==> src/rtl/stepper_pkg.sv <==
// Shared types, coil table and phase helpers for the stepper axis controller.
package stepper_pkg;

    typedef enum logic [1:0] {
        WAVE = 2'd0,
        FULL = 2'd1,
        HALF = 2'd2
    } mode_e;

    typedef enum logic {
        IDLE = 1'b0,
        RUN  = 1'b1
    } state_e;

    // Half-step coil patterns; index 0 is the rightmost entry.
    localparam logic [7:0][3:0] HALF_TABLE = {
        4'b1001, 4'b1000, 4'b1100, 4'b0100,
        4'b0110, 4'b0010, 4'b0011, 4'b0001
    };

    function automatic mode_e decode_mode(input logic [1:0] raw);
        case (raw)
            2'd0:    return WAVE;
            2'd1:    return FULL;
            default: return HALF;
        endcase
    endfunction

    // Wave lives on even indices, full on odd indices.
    function automatic logic [2:0] snap_phase(input mode_e mode, input logic [2:0] phase);
        case (mode)
            WAVE:    return {phase[2:1], 1'b0};
            FULL:    return {phase[2:1], 1'b1};
            default: return phase;
        endcase
    endfunction

    function automatic logic signed [2:0] phase_step(input mode_e mode, input logic dir);
        logic signed [2:0] mag;
        mag = (mode == HALF) ? 3'sd1 : 3'sd2;
        return dir ? mag : -mag;
    endfunction

endpackage

==> src/rtl/stepper_axis_if.sv <==
// Command handshake and coil/status bundle between the control FSM and the stepper axis.
interface stepper_axis_if #(
    parameter int CNT_W = 16,
    parameter int DIV_W = 20,
    parameter int POS_W = 24
);
    logic             cmd_valid;
    logic             cmd_ready;
    logic             cmd_dir;
    logic [1:0]       cmd_mode;
    logic [CNT_W-1:0] cmd_steps;
    logic [DIV_W-1:0] cmd_period;
    logic             stop_req;
    logic             hold_en;
    logic [3:0]       coils;
    logic             busy;
    logic             done;
    logic             aborted;
    logic [POS_W-1:0] position;

    modport master (
        output cmd_valid, cmd_dir, cmd_mode, cmd_steps, cmd_period, stop_req, hold_en,
        input  cmd_ready, coils, busy, done, aborted, position
    );

    modport slave (
        input  cmd_valid, cmd_dir, cmd_mode, cmd_steps, cmd_period, stop_req, hold_en,
        output cmd_ready, coils, busy, done, aborted, position
    );
endinterface

==> src/rtl/stepper_step_timer.sv <==
// Reloadable down-counter; tick fires while enabled and the count has reached zero.
module stepper_step_timer #(
    parameter int DIV_W = 20
) (
    input  logic             clk,
    input  logic             reset,
    input  logic             load,
    input  logic             enable,
    input  logic [DIV_W-1:0] reload,
    output logic             tick
);
    logic [DIV_W-1:0] count_q;

    assign tick = enable && (count_q == '0);

    always_ff @(posedge clk or posedge reset) begin
        if (reset) begin
            count_q <= '0;
        end else if (load) begin
            count_q <= reload;
        end else if (enable) begin
            count_q <= tick ? reload : count_q - DIV_W'(1);
        end
    end
endmodule

==> src/rtl/stepper_axis.sv <==
// Unipolar 4-coil stepper controller: timed wave/full/half-step moves with abort,
// hold/release at rest and an absolute half-step position counter.
module stepper_axis
    import stepper_pkg::*;
#(
    parameter int CNT_W = 16,
    parameter int DIV_W = 20,
    parameter int POS_W = 24
) (
    input  logic           clk,
    input  logic           reset,
    stepper_axis_if.slave  bus
);
    state_e           state_q, state_d;
    logic [2:0]       phase_q;
    logic [3:0]       coils_q;
    logic [POS_W-1:0] position_q;
    logic             done_q;
    logic             aborted_q;
    logic [CNT_W-1:0] remaining_q;
    logic             dir_q;
    mode_e            mode_q;
    logic [DIV_W-1:0] period_m1_q;

    logic             accept;
    logic             stop;
    logic             tick;
    logic             step_now;
    logic             last_step;
    logic             zero_steps;
    mode_e            cmd_mode;
    logic [2:0]       snapped_phase;
    logic [DIV_W-1:0] cmd_period_m1;
    logic [DIV_W-1:0] timer_reload;
    logic signed [2:0] step_inc;
    logic [2:0]       phase_next;
    logic [POS_W-1:0] pos_delta;
    logic [3:0]       idle_coils;
    logic             cmd_ready;
    logic             busy;

    assign accept        = bus.cmd_valid && (state_q == IDLE);
    assign stop          = (state_q == RUN) && bus.stop_req;
    assign step_now      = (state_q == RUN) && tick && !bus.stop_req;
    assign last_step     = step_now && (remaining_q == CNT_W'(1));
    assign zero_steps    = (bus.cmd_steps == '0);
    assign cmd_mode      = decode_mode(bus.cmd_mode);
    assign snapped_phase = snap_phase(cmd_mode, phase_q);
    assign cmd_period_m1 = (bus.cmd_period == '0) ? '0 : bus.cmd_period - DIV_W'(1);
    assign timer_reload  = accept ? cmd_period_m1 : period_m1_q;
    assign step_inc      = phase_step(mode_q, dir_q);
    assign phase_next    = phase_q + $unsigned(step_inc);
    assign pos_delta     = {{(POS_W-3){step_inc[2]}}, step_inc};
    assign idle_coils    = bus.hold_en ? HALF_TABLE[phase_q] : 4'b0000;

    stepper_step_timer #(.DIV_W(DIV_W)) u_timer (
        .clk    (clk),
        .reset  (reset),
        .load   (accept),
        .enable (state_q == RUN),
        .reload (timer_reload),
        .tick   (tick)
    );

    always_ff @(posedge clk or posedge reset) begin
        if (reset) begin
            state_q <= IDLE;
        end else begin
            state_q <= state_d;
        end
    end

    always_comb begin
        state_d = state_q;
        case (state_q)
            IDLE: if (accept && !zero_steps) state_d = RUN;
            RUN:  if (stop || last_step)     state_d = IDLE;
            default: state_d = IDLE;
        endcase
    end

    always_comb begin
        cmd_ready = 1'b0;
        busy      = 1'b0;
        case (state_q)
            IDLE:    cmd_ready = 1'b1;
            RUN:     busy      = 1'b1;
            default: cmd_ready = 1'b0;
        endcase
    end

    // A zero-step command leaves the phase alone so the coils do not move.
    always_ff @(posedge clk or posedge reset) begin
        if (reset) begin
            phase_q     <= '0;
            coils_q     <= '0;
            position_q  <= '0;
            done_q      <= 1'b0;
            aborted_q   <= 1'b0;
            remaining_q <= '0;
            dir_q       <= 1'b0;
            mode_q      <= WAVE;
            period_m1_q <= '0;
        end else begin
            done_q <= 1'b0;
            if (state_q == IDLE) begin
                if (accept) begin
                    aborted_q <= 1'b0;
                    if (zero_steps) begin
                        done_q  <= 1'b1;
                        coils_q <= idle_coils;
                    end else begin
                        dir_q       <= bus.cmd_dir;
                        mode_q      <= cmd_mode;
                        remaining_q <= bus.cmd_steps;
                        period_m1_q <= cmd_period_m1;
                        phase_q     <= snapped_phase;
                        coils_q     <= HALF_TABLE[snapped_phase];
                    end
                end else begin
                    coils_q <= idle_coils;
                end
            end else if (stop) begin
                done_q    <= 1'b1;
                aborted_q <= 1'b1;
            end else if (step_now) begin
                phase_q     <= phase_next;
                coils_q     <= HALF_TABLE[phase_next];
                position_q  <= position_q + pos_delta;
                remaining_q <= remaining_q - CNT_W'(1);
                if (last_step) done_q <= 1'b1;
            end
        end
    end

    assign bus.cmd_ready = cmd_ready;
    assign bus.busy      = busy;
    assign bus.coils     = coils_q;
    assign bus.done      = done_q;
    assign bus.aborted   = aborted_q;
    assign bus.position  = position_q;

endmodule

==> src/flat_wrapper.sv <==
// flat-port wrapper written by rule: the top's interface ports become plain ports
module stepper_axis_flat import stepper_pkg::*;
#(
    parameter int CNT_W = 16,
    parameter int DIV_W = 20,
    parameter int POS_W = 24
)
  (clk, reset, bus_cmd_valid, bus_cmd_dir, bus_cmd_mode, bus_cmd_steps, bus_cmd_period, bus_stop_req, bus_hold_en, bus_cmd_ready, bus_coils, bus_busy, bus_done, bus_aborted, bus_position);
  stepper_axis_if #(.CNT_W(CNT_W), .DIV_W(DIV_W), .POS_W(POS_W)) bus_i ();
  input  logic clk;
  input  logic reset;
  input wire logic [$bits(bus_i.cmd_valid)-1:0] bus_cmd_valid;
  input wire logic [$bits(bus_i.cmd_dir)-1:0] bus_cmd_dir;
  input wire logic [$bits(bus_i.cmd_mode)-1:0] bus_cmd_mode;
  input wire logic [$bits(bus_i.cmd_steps)-1:0] bus_cmd_steps;
  input wire logic [$bits(bus_i.cmd_period)-1:0] bus_cmd_period;
  input wire logic [$bits(bus_i.stop_req)-1:0] bus_stop_req;
  input wire logic [$bits(bus_i.hold_en)-1:0] bus_hold_en;
  output wire logic [$bits(bus_i.cmd_ready)-1:0] bus_cmd_ready;
  output wire logic [$bits(bus_i.coils)-1:0] bus_coils;
  output wire logic [$bits(bus_i.busy)-1:0] bus_busy;
  output wire logic [$bits(bus_i.done)-1:0] bus_done;
  output wire logic [$bits(bus_i.aborted)-1:0] bus_aborted;
  output wire logic [$bits(bus_i.position)-1:0] bus_position;
  assign bus_i.cmd_valid = bus_cmd_valid;
  assign bus_i.cmd_dir = bus_cmd_dir;
  assign bus_i.cmd_mode = bus_cmd_mode;
  assign bus_i.cmd_steps = bus_cmd_steps;
  assign bus_i.cmd_period = bus_cmd_period;
  assign bus_i.stop_req = bus_stop_req;
  assign bus_i.hold_en = bus_hold_en;
  assign bus_cmd_ready = bus_i.cmd_ready;
  assign bus_coils = bus_i.coils;
  assign bus_busy = bus_i.busy;
  assign bus_done = bus_i.done;
  assign bus_aborted = bus_i.aborted;
  assign bus_position = bus_i.position;
  stepper_axis #(.CNT_W(CNT_W), .DIV_W(DIV_W), .POS_W(POS_W)) u_core (.clk(clk), .reset(reset), .bus(bus_i));
endmodule
==> config.mk <==
export PLATFORM = sky130hd
export DESIGN_NAME = stepper_axis_flat
export DESIGN_NICKNAME = d
export VERILOG_FILES = /design/src/rtl/stepper_pkg.sv /design/src/rtl/stepper_axis_if.sv /design/src/rtl/stepper_step_timer.sv /design/src/rtl/stepper_axis.sv /design/src/flat_wrapper.sv
export SDC_FILE = /design/constraint.sdc
export NUM_CORES = 1
export LEC_CHECK = 0
export BUFFER_PORTS_ARGS = -buffer_cell sky130_fd_sc_hd__buf_4
export CORE_ASPECT_RATIO = 0.6
export CORE_UTILIZATION = 54
export CTS_CLUSTER_SIZE = 25
export DETAILED_ROUTE_END_ITERATION = 8
export PLACE_DENSITY_LB_ADDON = 0.05
export SYNTH_ARGS = -nofsm -noshare
export SYNTH_HDL_FRONTEND = slang
export SYNTH_SLANG_ARGS = --single-unit
==> constraint.sdc <==
create_clock -name clk -period 2.8 [get_ports clk]
set_input_delay 0.28 -clock clk [delete_from_list [all_inputs] [get_ports clk]]
set_output_delay 0.28 -clock clk [all_outputs]
set_load 0.05 [all_outputs]
==> flow_summary_export.csv, run 1 <==
group,metric,value,unit
outcome,run_status,"completed",
sta,worst-slew-pin-transition,757,ps
routing,routed_wl,19000,µm
routing,drc,0,
synthesis,synth.most_common_cell,"nand2_1",
die,die-area,12500,µm²
sta,min_period,2740,ps
setup_path,crit_path_max_incr_delay,400,ps
clock_network,cts_tree,"yes",
cells_and_area,final_area,7740,µm²
synthesis,syn_area_per_cell,8.16,µm²
power_and_ir_drop,power_density,668,nW/µm²
placement,port-buffer-count,75,
synthesis,synth_common_cells,"131 x nand2_1, 93 x dfrtp_1, 76 x a21oi_1, 57 x o21ai_0, 55 x nor2_1",
setup_path,reg2reg_slack,60,ps
cells_and_area,fin_util,67.2,%
synthesis,synth.largest_area_cell,"dfrtp_1",
clock_network,cts_root_buffer,"clkbuf_16",
synthesis,synth_cell_types,73,
setup_path,crit_chain,"nor2b_2 > ha_1 > fa_1 > a21o_1 > a221oi_2 > o21ai_1 > o2111ai_2 > o311ai_0 > xnor2_1 > o21ai_0",
synthesis,ys_seq_elements,93,
routing,ant_nets,0,
power_and_ir_drop,power.total,5170,µW
clock_network,numCtsBuffers,9,
synthesis,synth_edf_count,0,
sta,layout_setup_ws,57.2,ps
synthesis,synthCells,798,
sta,hold_viol_final,0,
power_and_ir_drop,max-vdd-ir-drop,332,µV
synthesis,synth_top_area_share,35.7,%
clock_network,htree_levels,3,
synthesis,syn_nets,874,
sta,fin_skew,7.28,ps
die,fp-row-count,30,
setup_path,cp_max_fo,3,
sta,fmax,365,MHz
grt,grt_pass1_vias,5903,
routing,via_count,6459,
synthesis,ys_seq_area_share,35.7,%
cells_and_area,multi_input_area,4000,µm²
placement,place_ws,-72.8,ps
synthesis,synthArstFlopShare,100,%
clock_network,cts.clk_slew.worst_paths,70,ps
run,drv_cap,0,
setup_path,critPathSlowestCell,"fa_1",
synthesis,synth_flop_cell,"dfrtp_1",
setup_path,cp_data_required_time,3080,ps
die,die_w,144,µm
die,core,11500,µm²
setup_path,crit_type,"flip-flop to flip-flop",
grt,grt_start_max_net_pins,61,
min_path,hold_class,"input pin to async pin",
routing,wl_per_cell,18.3,µm
placement,gp_congestion,0.901,
die,pin_count,76,
clock_network,post_cts.repair.setup_buffers,0,
grt,antenna_found_initial,0,
clock_network,clockBufferDepth,2,
routing,vias_per_cell,6.21,
setup_path,cp.arrival,3020,ps
setup_path,start_kind,"flip-flop",
clock_network,worstSkewPairLatency,350,ps
sta,setup_viol,0,
placement,hpwl,14000,µm
setup_path,critPathCaptureType,"flip-flop",
clock_network,cts.sinks,93,
routing,drtPass1Iterations,6,
placement,post_dp_cell_area,7380,µm²
cells_and_area,fill_cells,965,
cells_and_area,nets,951,
synthesis,yosys-top-cells-area,"dfrtp_1 36%, nand2_1 7.5%, a21oi_1 5.8%",
grt,grt_usage,31.5,%
cells_and_area,drive_above_1_share,17.4,%
sta,fin_crit_sh,98.0,%
cells_and_area,diodes,0,
grt,overflow,0,
power_and_ir_drop,p_leak,0.00345,µW
sta,slew_viol_final,0,
sta,rsz0062_at_grt,"true",
clock_network,postCtsHoldBufs,0,
routing,drtIter0Drc,658,
die,die_h,87.1,µm
grt,grt_pass1_wl,30300,µm
synthesis,yosysWarnings,0,
cells_and_area,area_delta_synth_final,18.8,%
die,initial_core_util,56.5,%
synthesis,syn-cell-area,6510,µm²
sta,max_slew_margin,49.5,%
cells_and_area,final-seq-area,2330,µm²
-- flip-flops by register name, indices dropped and copies added, names as in the netlist --
signal	count
u_core.bus.done	1
u_core.state_q	1
u_core.bus.position	24
u_core.dir_q	1
u_core.bus.aborted	1
u_core.u_timer.count_q	20
u_core.period_m1_q	20
u_core.phase_q	3
u_core.mode_q	2
u_core.bus.coils	4
u_core.remaining_q	16
-- cells by family (layout without fill, tap and decap cells) --
group	Yosys count	in the layout	share of synthesized area, %
XOR/XNOR	46	46	6.18
multiplexers	12	12	1.88
buffers and inverters	61	143	3.76
flip-flops	93	93	35.7
AND/OR/NAND/NOR	336	336	25.6
AO/OA/AOI/OAI	218	218	20.5
adder cells (fa/ha/maj)	32	32	6.38
-- cell type report --
cell class,instances,area share (%)
multi-input combinational,644,51.7
sequential,93,30.1
timing repair buffer,107,10.7
clock buffer,9,2.91
tap,160,2.59
clock inverter,7,1.03
inverter,20,0.986
-- power breakdown --
group / internal (µW) / switching, µW / leakage, µW / total (µW)
Combinational: 801 / 1200 / 0.00219 / 2000
Sequential: 1590 / 292 / 0.00111 / 1880
Clock: 708 / 585 / 0.000149 / 1290
Total: 3100 / 2070 / 0.00345 / 5170
-- per-layer routing --
metal  vias up  GRT usage (%)  share of wire [%]
met1      3103           49.7                 49
met4         0           5.42               0.60
met2       300           43.8                 41
met5         -              0                  0
met3        13           6.65                8.9
li1       3043              -                  -
-- worst max-delay path: cells and delay by family (launching register included) --
kind,cells,cell delay [ps]
AOI/OAI and AO/OA,6,1320
adders and majority gates,2,630
DFF,1,390
and+or+nand+nor,1,180
xor gates and xnor gates,1,160
-- final timing paths --
check,from,to,cells after the start
max,u_core.mode_q[1]$_DFFE_PP0P_,u_core.bus.position[20]$_DFFE_PP0P_,10
min,reset,u_core.period_m1_q[4]$_DFFE_PP0P_,2
max reg2reg,u_core.mode_q[1]$_DFFE_PP0P_,u_core.bus.position[20]$_DFFE_PP0P_,10
min reg2reg,u_core.period_m1_q[13]$_DFFE_PP0P_,u_core.period_m1_q[13]$_DFFE_PP0P_,2
max in group asynchronous,reset,u_core.remaining_q[15]$_DFFE_PP0P_,3
min in group clk,bus_cmd_steps[6],u_core.remaining_q[6]$_DFFE_PP0P_,3
-- what timing repair did --
action | in CTS | in global routing
setup endpoints to repair | 5 | 12
gates resized for setup | 3 | 9
endpoints found under the hold margin | 0 | 0
pin swaps | 0 | 3
-- placed cells by master, fill, tap and decap left out, types with 10 or more instances in the layout --
| cell type | instances |
|---|---|
| nand2_1 | 131 |
| buf_4 | 105 |
| dfrtp_1 | 92 |
| a21oi_1 | 76 |
| nor2_1 | 55 |
| o21ai_0 | 55 |
| nand3_1 | 46 |
| ha_1 | 30 |
| xor2_1 | 28 |
| inv_1 | 18 |
| xnor2_1 | 18 |
| nor3_1 | 17 |
| nor4_1 | 12 |
| or3_1 | 10 |
| mux2i_1 | 10 |
-- per-stage QoR --
step | setup TNS [ps] | hold slack, ps | cells
5_1_grt | -130 | 93.0 | 1040
3_5_place_dp | -158 | 435 | 1024
3_3_place_gp | 0 | 428 | 1024
2_1_floorplan | 0 | 381 | 798
4_1_cts | -1.86 | 68.0 | 1040
6_report | 0 | 31.6 | 1040
Note: power is estimated with default switching activity, not from simulation.
==> inputs of run 2 (changes only) <==
RECOVER_POWER = 50   (was default)
SYNTH_HIERARCHICAL = 1   (was default)
==> flow_summary_export.csv, run 2 <==
group,metric,value,unit
outcome,run_status,"completed",
sta,hold_ws,113,ps
die,die_w,143,µm
clock_network,cts.clk_slew.worst_paths,70,ps
grt,grt_pass1_vias,5817,
sta,min_period,2720,ps
cells_and_area,final_cells,1048,
clock_network,clockBufferDepth,2,
routing,via_count,6479,
setup_path,crit_chain,"or3_2 > or2_2 > nor4_4 > nor3b_2 > buf_4 > nand3_1 > o211ai_1 > xor2_1",
synthesis,synth_top_area_share,35.9,%
setup_path,start_kind,"flip-flop",
die,die-area,12500,µm²
die,pin_count,76,
synthesis,syn_area_per_cell,8.30,µm²
synthesis,synth_edf_count,0,
cells_and_area,final_area,7970,µm²
clock_network,cts_tree,"yes",
sta,hold_viol_final,0,
sta,worst-slew-pin-transition,1270,ps
power_and_ir_drop,p_switching,1930,µW
grt,met1_usage,51.6,%
grt,overflow,0,
cells_and_area,final_common_cell,"nand2_1",
run,drv_cap,0,
sta,fin_crit_sh,97.2,%
clock_network,cts.sinks,93,
sta,setup_viol,0,
routing,drtIter0Drc,619,
clock_network,postCtsHoldBufs,0,
setup_path,cp.arrival,2990,ps
synthesis,synth_compound_area_share,22.8,%
synthesis,syn_nets,857,
cells_and_area,area_delta_synth_final,23.0,%
setup_path,reg2reg_depth,8,
setup_path,cp_data_required_time,3060,ps
setup_path,critPathSlowestCell,"or3_2",
synthesis,synth_cell_types,75,
synthesis,synthSimpleGateAreaFrac,24.1,%
setup_path,crit_path_max_incr_delay,530,ps
sta,fin_skew,7.70,ps
grt,grt_usage,31.7,%
die,core,11500,µm²
routing,wl_per_cell,18.3,µm
synthesis,synth_top_family_by_area,"simple AND/OR/NAND/NOR gates",
synthesis,synth_common_cells,"124 x nand2_1, 93 x dfrtp_1, 69 x o21ai_0, 48 x a21oi_1, 46 x nor2_1",
setup_path,critPathLaunch,"u_core/u_timer/count_q[16]$_DFFE_PP0P_",
synthesis,synth_flop_cell,"dfrtp_1",
synthesis,synthArstFlopShare,100,%
routing,drtPass1Iterations,5,
grt,grt_pass1_wl,30400,µm
routing,ant_nets,0,
cells_and_area,most-common-layout-cells,"122 x nand2_1, 111 x buf_4, 92 x dfrtp_1",
synthesis,synth.largest_area_cell,"dfrtp_1",
power_and_ir_drop,power.internal,3260,µW
grt,antenna_found_initial,1,
power_and_ir_drop,p_sw_share,37.2,%
synthesis,synth_fa_ha_area_share,6.41,%
setup_path,reg2reg_slack,80,ps
cells_and_area,largest_register_ffs,24,
placement,post_dp_cell_area,7520,µm²
cells_and_area,drive_above_1_share,21.1,%
die,initial_core_util,56.4,%
power_and_ir_drop,power_density,652,nW/µm²
power_and_ir_drop,comb_power_share,35.6,%
min_path,hold_class,"input pin to async pin",
synthesis,synthMuxAreaShare,1.97,%
power_and_ir_drop,max-vdd-ir-drop,375,µV
setup_path,critPathCaptureType,"flip-flop",
sta,fmax,367,MHz
routing,routed_wl,19200,µm
clock_network,worstSkewPairLatency,340,ps
cells_and_area,nets,959,
placement,hpwl,14300,µm
placement,place_inst,1028,
power_and_ir_drop,seqPwrFrac,37.2,%
synthesis,synth_xor_area_share,5.00,%
sta,rsz0062_at_grt,"true",
grt,grt_start_max_net_pins,46,
synthesis,yosysWarnings,6,
setup_path,cp_max_fo,8,
die,die_h,86.8,µm
synthesis,syn-cell-area,6480,µm²
setup_path,crit_type,"flip-flop to flip-flop",
die,fp-row-count,30,
synthesis,ys_seq_elements,93,
setup_path,rr_startpoint,"u_core/u_timer/count_q[16]$_DFFE_PP0P_",
grt,grt.met2_usage,42.8,%
clock_network,numCtsBuffers,9,
synthesis,ys_seq_area_share,35.9,%
placement,port-buffer-count,75,
synthesis,synthCells,781,
placement,gp_congestion,0.945,
sta,slew_viol_final,0,
setup_path,r2r-end,"u_core/bus.position[23]$_DFFE_PP0P_",
power_and_ir_drop,p_clk_share,27.2,%
power_and_ir_drop,p_leak,0.00357,µW
sta,max_slew_margin,15.2,%
synthesis,synth.most_common_cell,"nand2_1",
grt,grtUsageMet3,6.24,%
clock_network,htree_levels,3,
synthesis,yosys-top-cells-area,"dfrtp_1 36%, nand2_1 7.2%, ha_1 5.8%",
routing,vias_per_cell,6.18,
clock_network,cts_root_buffer,"clkbuf_16",
routing,drc,0,
grt,grt.busiest_layer,"met1",
cells_and_area,diodes,0,
[run 2: changes by cell type after synthesis, sizes merged, moves of 5 or more]
cell	previous run	this run
a21oi	76	49
a22oi	10	5
a32oi	5	0
nand3	46	29
nor2	56	47
o211ai	2	7
o21ai	57	90
o22ai	8	15
xnor2	18	11
[run 2: power groups by stage]
stage / sequential (µW) / clock, µW / combinational, µW
floorplan: 1950 / 0 / 1180
detailed placement: 1940 / 0 / 1770
global placement: 1930 / 0 / 1710
CTS: 1920 / 1430 / 1800
finish: 1930 / 1410 / 1850
global route: 1970 / 1480 / 2040
[run 2: critical path: cells and delay by family (launching register included)]
kind,cells,cell delay (ps)
AO/OA/AOI/OAI,1,190
XOR/XNOR,1,160
buffers and inverters,1,230
flip-flops,1,410
AND/OR/NAND/NOR,5,1660
[run 2: routing by layer]
layer	routed length, µm	vias up
li1	-	3071
met1	9310	3051
met2	7820	334
met3	1890	23
met4	170	0
met5	0	-
[run 2: layout make-up]
type | count | area [µm²]
clock inverter | 4 | 95.1
fill | 977 | 3510
tap | 160 | 200
sequential | 93 | 2330
multi-input combinational | 629 | 4060
inverter | 19 | 75.1
clock buffer | 12 | 246
timing repair buffer | 131 | 965
[run 2: cells by family (layout without fill, tap and decap cells)]
kind of cell	Yosys count	after routing
XOR/XNOR	37	37
buffers and inverters	59	166
AND/OR/NAND/NOR	311	311
flip-flops	93	93
AO/OA/AOI/OAI	237	237
multiplexers	12	12
adder cells (fa/ha/maj)	32	32
[run 2: how the worst max path moves through the flow]
stage          depth (start not counted)  slack [ps]                                   to
2_1_floorplan                         10          10  u_core/bus.position[16]$_DFFE_PP0P_
3_3_place_gp                          10         -70  u_core/bus.position[16]$_DFFE_PP0P_
3_5_place_dp                          10        -120  u_core/bus.position[16]$_DFFE_PP0P_
4_1_cts                               10          20  u_core/bus.position[16]$_DFFE_PP0P_
5_1_grt                                8         -60  u_core/bus.position[23]$_DFFE_PP0P_
6_report                               8          80  u_core/bus.position[23]$_DFFE_PP0P_
[run 2: repair_timing]
action / 4_1_cts / 5_1_grt
resized for setup: 3 / 22
setup buffers: 1 / 3
endpoints found under the setup margin: 6 / 26
gates cloned: 0 / 0
pin swaps: 1 / 6
[run 2: metrics by stage]
stage	util (%)	setup slack [ps]	TNS, ps	power, µW
global placement	65.5	-68.9	-139	3630
finish	69.4	78.1	0	5200
global route	69.4	-55.4	-126	5480
detailed placement	65.5	-121	-535	3710
floorplan	-	11.7	0	3130
CTS	68.8	17.6	0	5150
